$ cat src/rtl/multi_lane_dispatcher.sv
// Multi-lane thread-ID dispatcher: walks the flat thread-ID range [0, max_tid]
// LANES IDs per beat and presents 3-D block coordinates for every lane,
// derived incrementally from a registered base coordinate (no divide/modulo).
module multi_lane_dispatcher #(
  parameter  int TOTAL_TID = 512,
  parameter  int LANES     = 4,
  localparam int W         = $clog2(TOTAL_TID)
) (
  input  logic               clk,
  input  logic               rst,
  input  logic               start,
  input  logic               clr,
  input  logic [W-1:0]       max_tid,
  input  logic [W-1:0]       ntid_x,
  input  logic [W-1:0]       ntid_y,
  input  logic [W-1:0]       ntid_z,
  output logic               out_valid,
  input  logic               out_ready,
  output logic [W-1:0]       out_tid_base,
  output logic [LANES-1:0]   lane_mask,
  output logic [LANES*W-1:0] tid_x,
  output logic [LANES*W-1:0] tid_y,
  output logic [LANES*W-1:0] tid_z,
  output logic               busy,
  output logic               done
);

  typedef enum logic [1:0] {
    IDLE = 2'd0,
    RUN  = 2'd1,
    DONE = 2'd2
  } state_t;

  state_t         state;
  state_t         state_nx;

  // Latched run configuration and walking position.
  logic [W-1:0]   cfg_max;
  logic [W-1:0]   cfg_nx;
  logic [W-1:0]   cfg_ny;
  logic [W-1:0]   cfg_nz;
  logic [W:0]     base;       // one extra bit so base never wraps at TOTAL_TID
  logic [W-1:0]   base_x;
  logic [W-1:0]   base_y;
  logic [W-1:0]   base_z;

  logic [3*W-1:0] walk;       // {z,y,x} scratch while chaining across lanes
  logic [3*W-1:0] next_coord; // coordinate following the top lane
  logic           fire;
  logic           last_beat;

  // Advance a {z,y,x} coordinate by one thread: x wraps into y, y into z.
  function automatic logic [3*W-1:0] step(
    input logic [3*W-1:0] c,
    input logic [W-1:0]   nx,
    input logic [W-1:0]   ny,
    input logic [W-1:0]   nz
  );
    logic [W-1:0] x;
    logic [W-1:0] y;
    logic [W-1:0] z;
    x = c[W-1:0];
    y = c[2*W-1:W];
    z = c[3*W-1:2*W];
    if (x == nx) begin
      x = {W{1'b0}};
      if (y == ny) begin
        y = {W{1'b0}};
        if (z == nz) begin
          z = {W{1'b0}};
        end else begin
          z = z + W'(1);
        end
      end else begin
        y = y + W'(1);
      end
    end else begin
      x = x + W'(1);
    end
    return {z, y, x};
  endfunction

  assign fire      = (state == RUN) && out_ready;
  assign last_beat = (base + (W+1)'(LANES - 1)) >= {1'b0, cfg_max};

  // State register.
  always_ff @(posedge clk or posedge rst) begin
    if (rst) begin
      state <= IDLE;
    end else begin
      state <= state_nx;
    end
  end

  // Next-state: clr wins over everything, start only honoured outside RUN.
  always_comb begin
    state_nx = state;
    if (clr) begin
      state_nx = IDLE;
    end else begin
      case (state)
        IDLE, DONE: begin
          if (start) begin
            state_nx = RUN;
          end else begin
            state_nx = state;
          end
        end
        RUN: begin
          if (out_ready && last_beat) begin
            state_nx = DONE;
          end else begin
            state_nx = RUN;
          end
        end
        default: state_nx = IDLE;
      endcase
    end
  end

  // Config latch on launch, base position advance on every fired beat.
  always_ff @(posedge clk or posedge rst) begin
    if (rst) begin
      cfg_max <= {W{1'b0}};
      cfg_nx  <= {W{1'b0}};
      cfg_ny  <= {W{1'b0}};
      cfg_nz  <= {W{1'b0}};
      base    <= {(W+1){1'b0}};
      base_x  <= {W{1'b0}};
      base_y  <= {W{1'b0}};
      base_z  <= {W{1'b0}};
    end else if (clr) begin
      base    <= base;
    end else if (start && (state != RUN)) begin
      cfg_max <= max_tid;
      cfg_nx  <= ntid_x;
      cfg_ny  <= ntid_y;
      cfg_nz  <= ntid_z;
      base    <= {(W+1){1'b0}};
      base_x  <= {W{1'b0}};
      base_y  <= {W{1'b0}};
      base_z  <= {W{1'b0}};
    end else if (fire) begin
      base    <= base + (W+1)'(LANES);
      base_x  <= next_coord[W-1:0];
      base_y  <= next_coord[2*W-1:W];
      base_z  <= next_coord[3*W-1:2*W];
    end
  end

  // Chain the lane coordinates from the base; masked lanes still get values.
  always_comb begin
    tid_x = {(LANES*W){1'b0}};
    tid_y = {(LANES*W){1'b0}};
    tid_z = {(LANES*W){1'b0}};
    walk  = {base_z, base_y, base_x};
    for (int i = 0; i < LANES; i++) begin
      tid_x[i*W +: W] = walk[W-1:0];
      tid_y[i*W +: W] = walk[2*W-1:W];
      tid_z[i*W +: W] = walk[3*W-1:2*W];
      walk = step(walk, cfg_nx, cfg_ny, cfg_nz);
    end
    next_coord = walk;
  end

  // Per-lane validity: lane carries a real thread only up to max_tid.
  always_comb begin
    lane_mask = {LANES{1'b0}};
    for (int i = 0; i < LANES; i++) begin
      if ((state == RUN) && ((base + (W+1)'(i)) <= {1'b0, cfg_max})) begin
        lane_mask[i] = 1'b1;
      end else begin
        lane_mask[i] = 1'b0;
      end
    end
  end

  assign out_valid    = (state == RUN);
  assign busy         = (state == RUN);
  assign done         = (state == DONE);
  assign out_tid_base = base[W-1:0];

endmodule

$ cat config.mk
export PLATFORM = sky130hd
export DESIGN_NAME = multi_lane_dispatcher
export DESIGN_NICKNAME = d
export VERILOG_FILES = /design/src/rtl/multi_lane_dispatcher.sv
export SDC_FILE = /design/constraint.sdc
export NUM_CORES = 1
export LEC_CHECK = 0
export BUFFER_PORTS_ARGS = -buffer_cell sky130_fd_sc_hd__buf_4
export CAP_MARGIN = 30
export CORE_ASPECT_RATIO = 0.9
export CORE_MARGIN = 5
export CORE_UTILIZATION = 55
export DETAILED_ROUTE_END_ITERATION = 16
export PLACE_DENSITY = 0.87
export SYNTH_ARGS = -nofsm -noshare
export SYNTH_HDL_FRONTEND = slang
export SYNTH_SLANG_ARGS = --single-unit
$ cat constraint.sdc
create_clock -name clk -period 13 [get_ports clk]
set_clock_uncertainty 0.05 [all_clocks]
set_input_delay 1.95 -clock clk [delete_from_list [all_inputs] [get_ports clk]]
set_output_delay 1.95 -clock clk [all_outputs]
set_load 0.005 [all_outputs]
Word-level counts from Yosys, hierarchy flattened
Index checks and enable logic that the tools add are counted.
{"block": "totals", "elab_cells": 99, "output_inout_bits": 124, "regBits": 75, "inputBits": 41}
{"block": "op_classes", "reduce_logical": 12, "bitwise": 1, "eq_ne": 16, "muxes": 40, "add_sub_neg": 16, "order_cmp": 5}
{"op": "$mux W9", "n": 30}
{"op": "$add A9 B1 Y9 const B", "n": 12}
{"op": "$eq A9 B9 Y1", "n": 12}
{"op": "$le A10 B9 Y1", "n": 4}
{"op": "$add A10 B2 Y10 const B", "n": 2}
{"op": "$mux W10", "n": 2}
{"op": "$add A10 B1 Y10 const B", "n": 1}
{"op": "$add A10 B3 Y10 const B", "n": 1}
{"op": "$ge A10 B9 Y1", "n": 1}
{"op": "$logic_and A1 B1 Y1", "n": 7}
{"op": "$mux W2", "n": 3}
{"op": "$mux W1", "n": 4}
{"op": "$pmux W2 S2", "n": 1}
{"op": "$reduce_and A2 Y1", "n": 2}
{"op": "$ne A3 B3 Y1 const B", "n": 1}
{"op": "$eq A2 B1 Y1 const B", "n": 1}
{"op": "$eq A2 B2 Y1 const B", "n": 1}
{"op": "$logic_not A2 Y1", "n": 1}
{"op": "$ne A2 B1 Y1 const B", "n": 1}
{"op": "$reduce_bool A2 Y1", "n": 1}
{"op": "$reduce_or A2 Y1", "n": 1}
{"op": "$not A1 Y1", "n": 1}

Logic depth before layout (Yosys ltp)
{"block": "depth", "word_depth": 18, "depth_mapped": 29, "ltp_nobuf": 22}

Worst setup path after synthesis
No wires, ideal clock.
{"block": "synth_timing", "path_type": "register to output", "from": "reg cfg_nx[2]", "to": "out tid_z[29]", "arrival_ns": 5.296, "setup_slack_ns": 5.704, "path_buffers": 7, "stages_incl_launch_ff": 25, "required_time_ns": 11.000, "path_cell_list": "dfrtp_1 > clkbuf_1 > xnor2_1 > nand3_1 > nor3_2 > buf_2 > buf_2 > buf_1 > clkbuf_1 > nor2_1 > ha_1 > clkbuf_1 > a21o_1 > a22o_1 > a21oi_1 > xnor2_1 > nand2_1 > o21ai_0 > and3_1 > clkbuf_1 > nand2_1 > nor3_4 > nand3_1 > nand2b_1 > inv_1"}
{"block": "synth_via", "elab_cells_between_ends": 23, "cone_classes": "add/sub: 4; eq/ne: 7; mux: 12"}
{"element": "start, declared", "line": "39", "source": "logic [W-1:0] cfg_nx;"}
{"element": "start signal, assigned", "line": "125", "source": "cfg_nx <= {W{1'b0}};"}
{"element": "start signal, assigned", "line": "136", "source": "cfg_nx <= ntid_x;"}
{"element": "$eq A9 B9 Y1 *", "line": "65", "source": "if (x == nx) begin"}
{"element": "$mux W9 *", "line": "65"}
{"element": "named net tid_x[9]", "line": "21", "source": "output logic [LANES*W-1:0] tid_x,"}
{"element": "$eq A9 B9 Y1", "line": "65"}
{"element": "$mux W9", "line": "65"}
{"element": "$add A9 B1 Y9 or $eq A9 B9 Y1 (tied branches)", "line": "72, 69"}
{"element": "$mux W9", "line": "69", "source": "if (z == nz) begin"}
{"element": "$mux W9", "line": "67", "source": "if (y == ny) begin"}
{"element": "$mux W9 *", "line": "65"}
{"element": "end, declared", "line": "23", "source": "output logic [LANES*W-1:0] tid_z,"}
The timed path passes the listed nets; every way through them passes the cells marked *.

Final worst setup path
{"block": "layout_timing", "from": "reg base_x[0]", "to": "out tid_z[33]"}
{"block": "layout_via", "elab_chain_cells": 10, "elab_cells_between_ends": 24, "cone_classes": "add/sub: 5; eq/ne: 7; mux: 12"}
{"element": "start, declared", "line": "43", "source": "logic [W-1:0] base_x;"}
{"element": "start signal, assigned", "line": "129", "source": "base_x <= {W{1'b0}};"}
{"element": "start signal, assigned", "line": "140", "source": "base_x <= {W{1'b0}};"}
{"element": "start signal, assigned", "line": "145", "source": "base_x <= next_coord[W-1:0];"}
{"element": "$eq A9 B9 Y1", "line": "65"}
{"element": "$mux W9", "line": "65"}
{"element": "$add A9 B1 Y9 or $eq A9 B9 Y1 (tied branches)", "line": "72, 69"}
{"element": "$mux W9", "line": "69"}
{"element": "$mux W9", "line": "67"}
{"element": "$mux W9", "line": "65"}
{"element": "$add A9 B1 Y9 or $eq A9 B9 Y1 (tied branches)", "line": "72, 69"}
{"element": "$mux W9", "line": "69"}
{"element": "$mux W9", "line": "67"}
{"element": "$mux W9 *", "line": "65"}
Mark *: on every way between the ends. The rest lies on a longest branch, timed or not.

==> flow_metrics.py <==
metrics = {
    "clocking": {
        "post-cts-setup-buffers": 0,
        "post_cts_resized": 0,
        "hold_buffers": 0,
        "cts-root-buf": "clkbuf_16",
        "clk_path_buf_depth": 2,
        "htreeDepth": 3,
        "cts.sinks": 73,
        "cts_tree": "built",
        "cts.clk_slew.worst_paths_ns": 0.07,
        "numCtsBuffers": 9,
        "clk_latency_ns": 0.35,
    },
    "critical_path": {
        "regToRegStartpoint": "base_x[0]",
        "cp-start-kind": "flip-flop",
        "end_kind": "primary output",
        "cp.arrival_ns": 7.45,
        "reg2reg_depth": 19,
        "r2r_slack_ns": 4.57,
        "r2r_end": "base_z[6]",
        "crit_type": "flip-flop to primary output",
        "worstPathMaxFanout": 23,
        "cp.required_ns": 11.00,
    },
    "logic_synthesis": {
        "synthFlopType": "dfrtp_1",
        "netlist-cell-type-count": 101,
        "ys_ff_latch": 73,
        "synth-edff-count": 0,
        "ys.warnings.count": 0,
        "ys_seq_area_frac": 0.192,
        "synth_async_sr_flop_share": 1.00,
        "netlist_area_um2": 9540,
        "synth_cells": 1291,
        "post_synth.cell_area_avg_um2": 7.39,
    },
    "timing": {
        "rsz0062_at_grt": "false",
        "min_period_ns": 9.45,
        "slew_viol_final": 0,
        "max_slew_margin": 0.317,
        "hold_viol_final": 0,
        "max_freq_ghz": 0.106,
        "finalSetupTns_ns": 0,
        "setup_viol_count_final": 0,
        "timing_worst_slew_pin_value_ns": 1.02,
        "period_share": 0.727,
    },
    "placed_design": {
        "numPortBuffers": 162,
        "routabilityCongestion": 1.04,
        "dp_cells": 1592,
        "hpwl_mm": 28.1,
    },
    "final_layout": {
        "fillers": 1518,
        "layout_commonest_cell": "buf_4",
        "fin_cells": 1608,
        "area_growth_pct": 15.1,
        "most-common-layout-cells": "170 x buf_4, 128 x nand2_1, 92 x nor2_1",
        "layout-drive-gt1-share": 0.184,
        "seq_area_um2": 1830,
        "multi_input_area_um2": 7030,
        "antennaDiodeCount": 0,
        "nets": 1438,
    },
    "die": {
        "die_area_um2": 20100,
        "die_h_um": 135,
        "core_um2": 16900,
        "io_pins": 165,
        "die_w_um": 149,
        "start_util": 0.563,
        "rows": 45,
    },
    "job": {
        "cap_violations": 0,
    },
    "power": {
        "irDropWorstVdd_uv": 73.3,
        "p_per_area_nw_per_um2": 89.7,
        "leakage_nw": 4.70,
    },
    "grt": {
        "grt_max_degree": 64,
        "overflow": 0,
        "grt_pass1_wl_mm": 55.7,
        "grt_usage": 0.349,
        "grt_pass1_vias": 9820,
        "antenna_found_initial": 0,
    },
    "drt": {
        "vias_per_cell": 6.75,
        "drc": 0,
        "drt-pass1-iter-count": 6,
        "vias": 10862,
        "drtAntennaViolNets": 0,
        "wl_per_cell_um": 22.7,
        "routed_wl_mm": 36.5,
        "drtIter0Drc": 1401,
    },
    "worst_hold_path": {
        "whs_endpoint": "cfg_max[4]",
        "holdPathStages": 2,
        "min_from": "cfg_max[4]",
        "worstHoldPathType": "flip-flop to flip-flop",
    },
    "outcome": {
        "status": "finished clean",
    },
}
[layout make-up]
cell class | instances | share of cell area
Clock buffer | 10 | 0.0208
Multi-Input combinational cell | 1057 | 0.640
Tap cell | 235 | 0.0268
Clock inverter | 6 | 0.00820
Timing Repair Buffer | 171 | 0.119
Sequential cell | 73 | 0.166
Inverter | 56 | 0.0191
[where the power goes]
group / total [mW] / internal [mW] / switching (mW) / leakage [nW]
sequential: 0.331 / 0.252 / 0.0794 / 0.946
combinational: 0.375 / 0.162 / 0.213 / 3.60
clock: 0.279 / 0.169 / 0.110 / 0.153
[synth_stat cells, drive strengths merged, types with 5 or more instances]
cell type / n / area (um2)
a2111oi: 5 / 43.8
a211o: 5 / 43.8
a211oi: 10 / 75.1
a21o: 7 / 52.6
a21oi: 48 / 244
a221oi: 5 / 43.8
a22o: 5 / 43.8
a22oi: 12 / 90.1
a31oi: 17 / 106
a32oi: 6 / 52.6
and2: 17 / 111
and3: 26 / 163
and4: 15 / 131
buf: 41 / 248
clkbuf: 65 / 244
dfrtp: 73 / 1830
ha: 29 / 363
inv: 55 / 206
mux2: 23 / 263
mux2i: 12 / 120
nand2: 129 / 487
nand2b: 17 / 106
nand3: 62 / 333
nand3b: 8 / 60.1
nand4: 34 / 213
nor2: 95 / 359
nor2b: 11 / 68.8
nor3: 45 / 246
nor4: 40 / 263
nor4b: 9 / 85.1
o211ai: 12 / 90.1
o21a: 7 / 52.6
o21ai: 88 / 440
o221ai: 5 / 43.8
o22ai: 9 / 56.3
o31a: 6 / 52.6
o31ai: 9 / 72.6
or2: 14 / 87.6
or3: 14 / 87.6
or4: 14 / 113
xnor2: 71 / 629
xor2: 40 / 350
[cell families after synthesis]
| logic type | count (synthesis) | share of synthesized area |
|---|---|---|
| DFF | 73 | 0.192 |
| muxes | 35 | 0.0401 |
| adders and majority gates | 29 | 0.0380 |
| other | 1 | 0.000393 |
| AOI/OAI and AO/OA | 308 | 0.220 |
| and+or+nand+nor | 568 | 0.324 |
| buffers and inverters | 162 | 0.0736 |
| xor gates and xnor gates | 115 | 0.112 |
[registers in the layout (all words and copies together), names as in the netlist]
name and cells:
cfg_ny 9, base_y 9, base_z 9, base_x 9, base 8, state 2
cfg_max 9, cfg_nz 9, cfg_nx 9
[through the flow]
step           worst slack (ns)  hold WS (ns)  power, mW  utilization  instance area [um2]
5_1_grt                    3.09         0.549       1.03        0.648                11000
3_5_place_dp               4.07         0.520      0.693        0.629                10700
4_1_cts                    3.69         0.525      0.970        0.648                11000
6_report                   3.55         0.519      0.986        0.648                11000
2_1_floorplan              5.70         0.470      0.570            -                 9540
3_3_place_gp               4.35         0.494      0.687        0.628                10600
[metal layers]
| metal | share of wire | global-route usage | up-vias |
|---|---|---|---|
| li1 | - | - | 4918 |
| met1 | 0.42 | 0.515 | 5106 |
| met2 | 0.41 | 0.491 | 764 |
| met3 | 0.14 | 0.109 | 74 |
| met4 | 0.022 | 0.0895 | 0 |
| met5 | 0 | 0 | - |
[worst max path at each step]
| stage | start | cells past startpoint | endpoint |
|---|---|---|---|
| floorplan | cfg_nx[2] | 24 | tid_z[29] |
| finish | base_x[0] | 14 | tid_z[33] |
| global route | base_x[0] | 14 | tid_z[33] |
| global placement | base_x[0] | 14 | tid_z[33] |
| CTS | base_x[0] | 14 | tid_z[33] |
| detailed placement | base_x[0] | 14 | tid_z[33] |
[critical path: stages (launching register included)]
cell and delay (ns):
dfrtp_1 0.74, ha_1 0.55, nand3_1 0.18, o21a_1 0.22, or2_0 0.32, nor4_1 0.38
nor3_1 0.20, or3_1 0.47, or4_1 0.92, or4_4 0.54, a32oi_1 0.81, nand3_1 0.75
nor3_2 0.62, nor2_1 0.19, buf_4 0.18
Note: power is estimated with default switching activity, not from simulation.
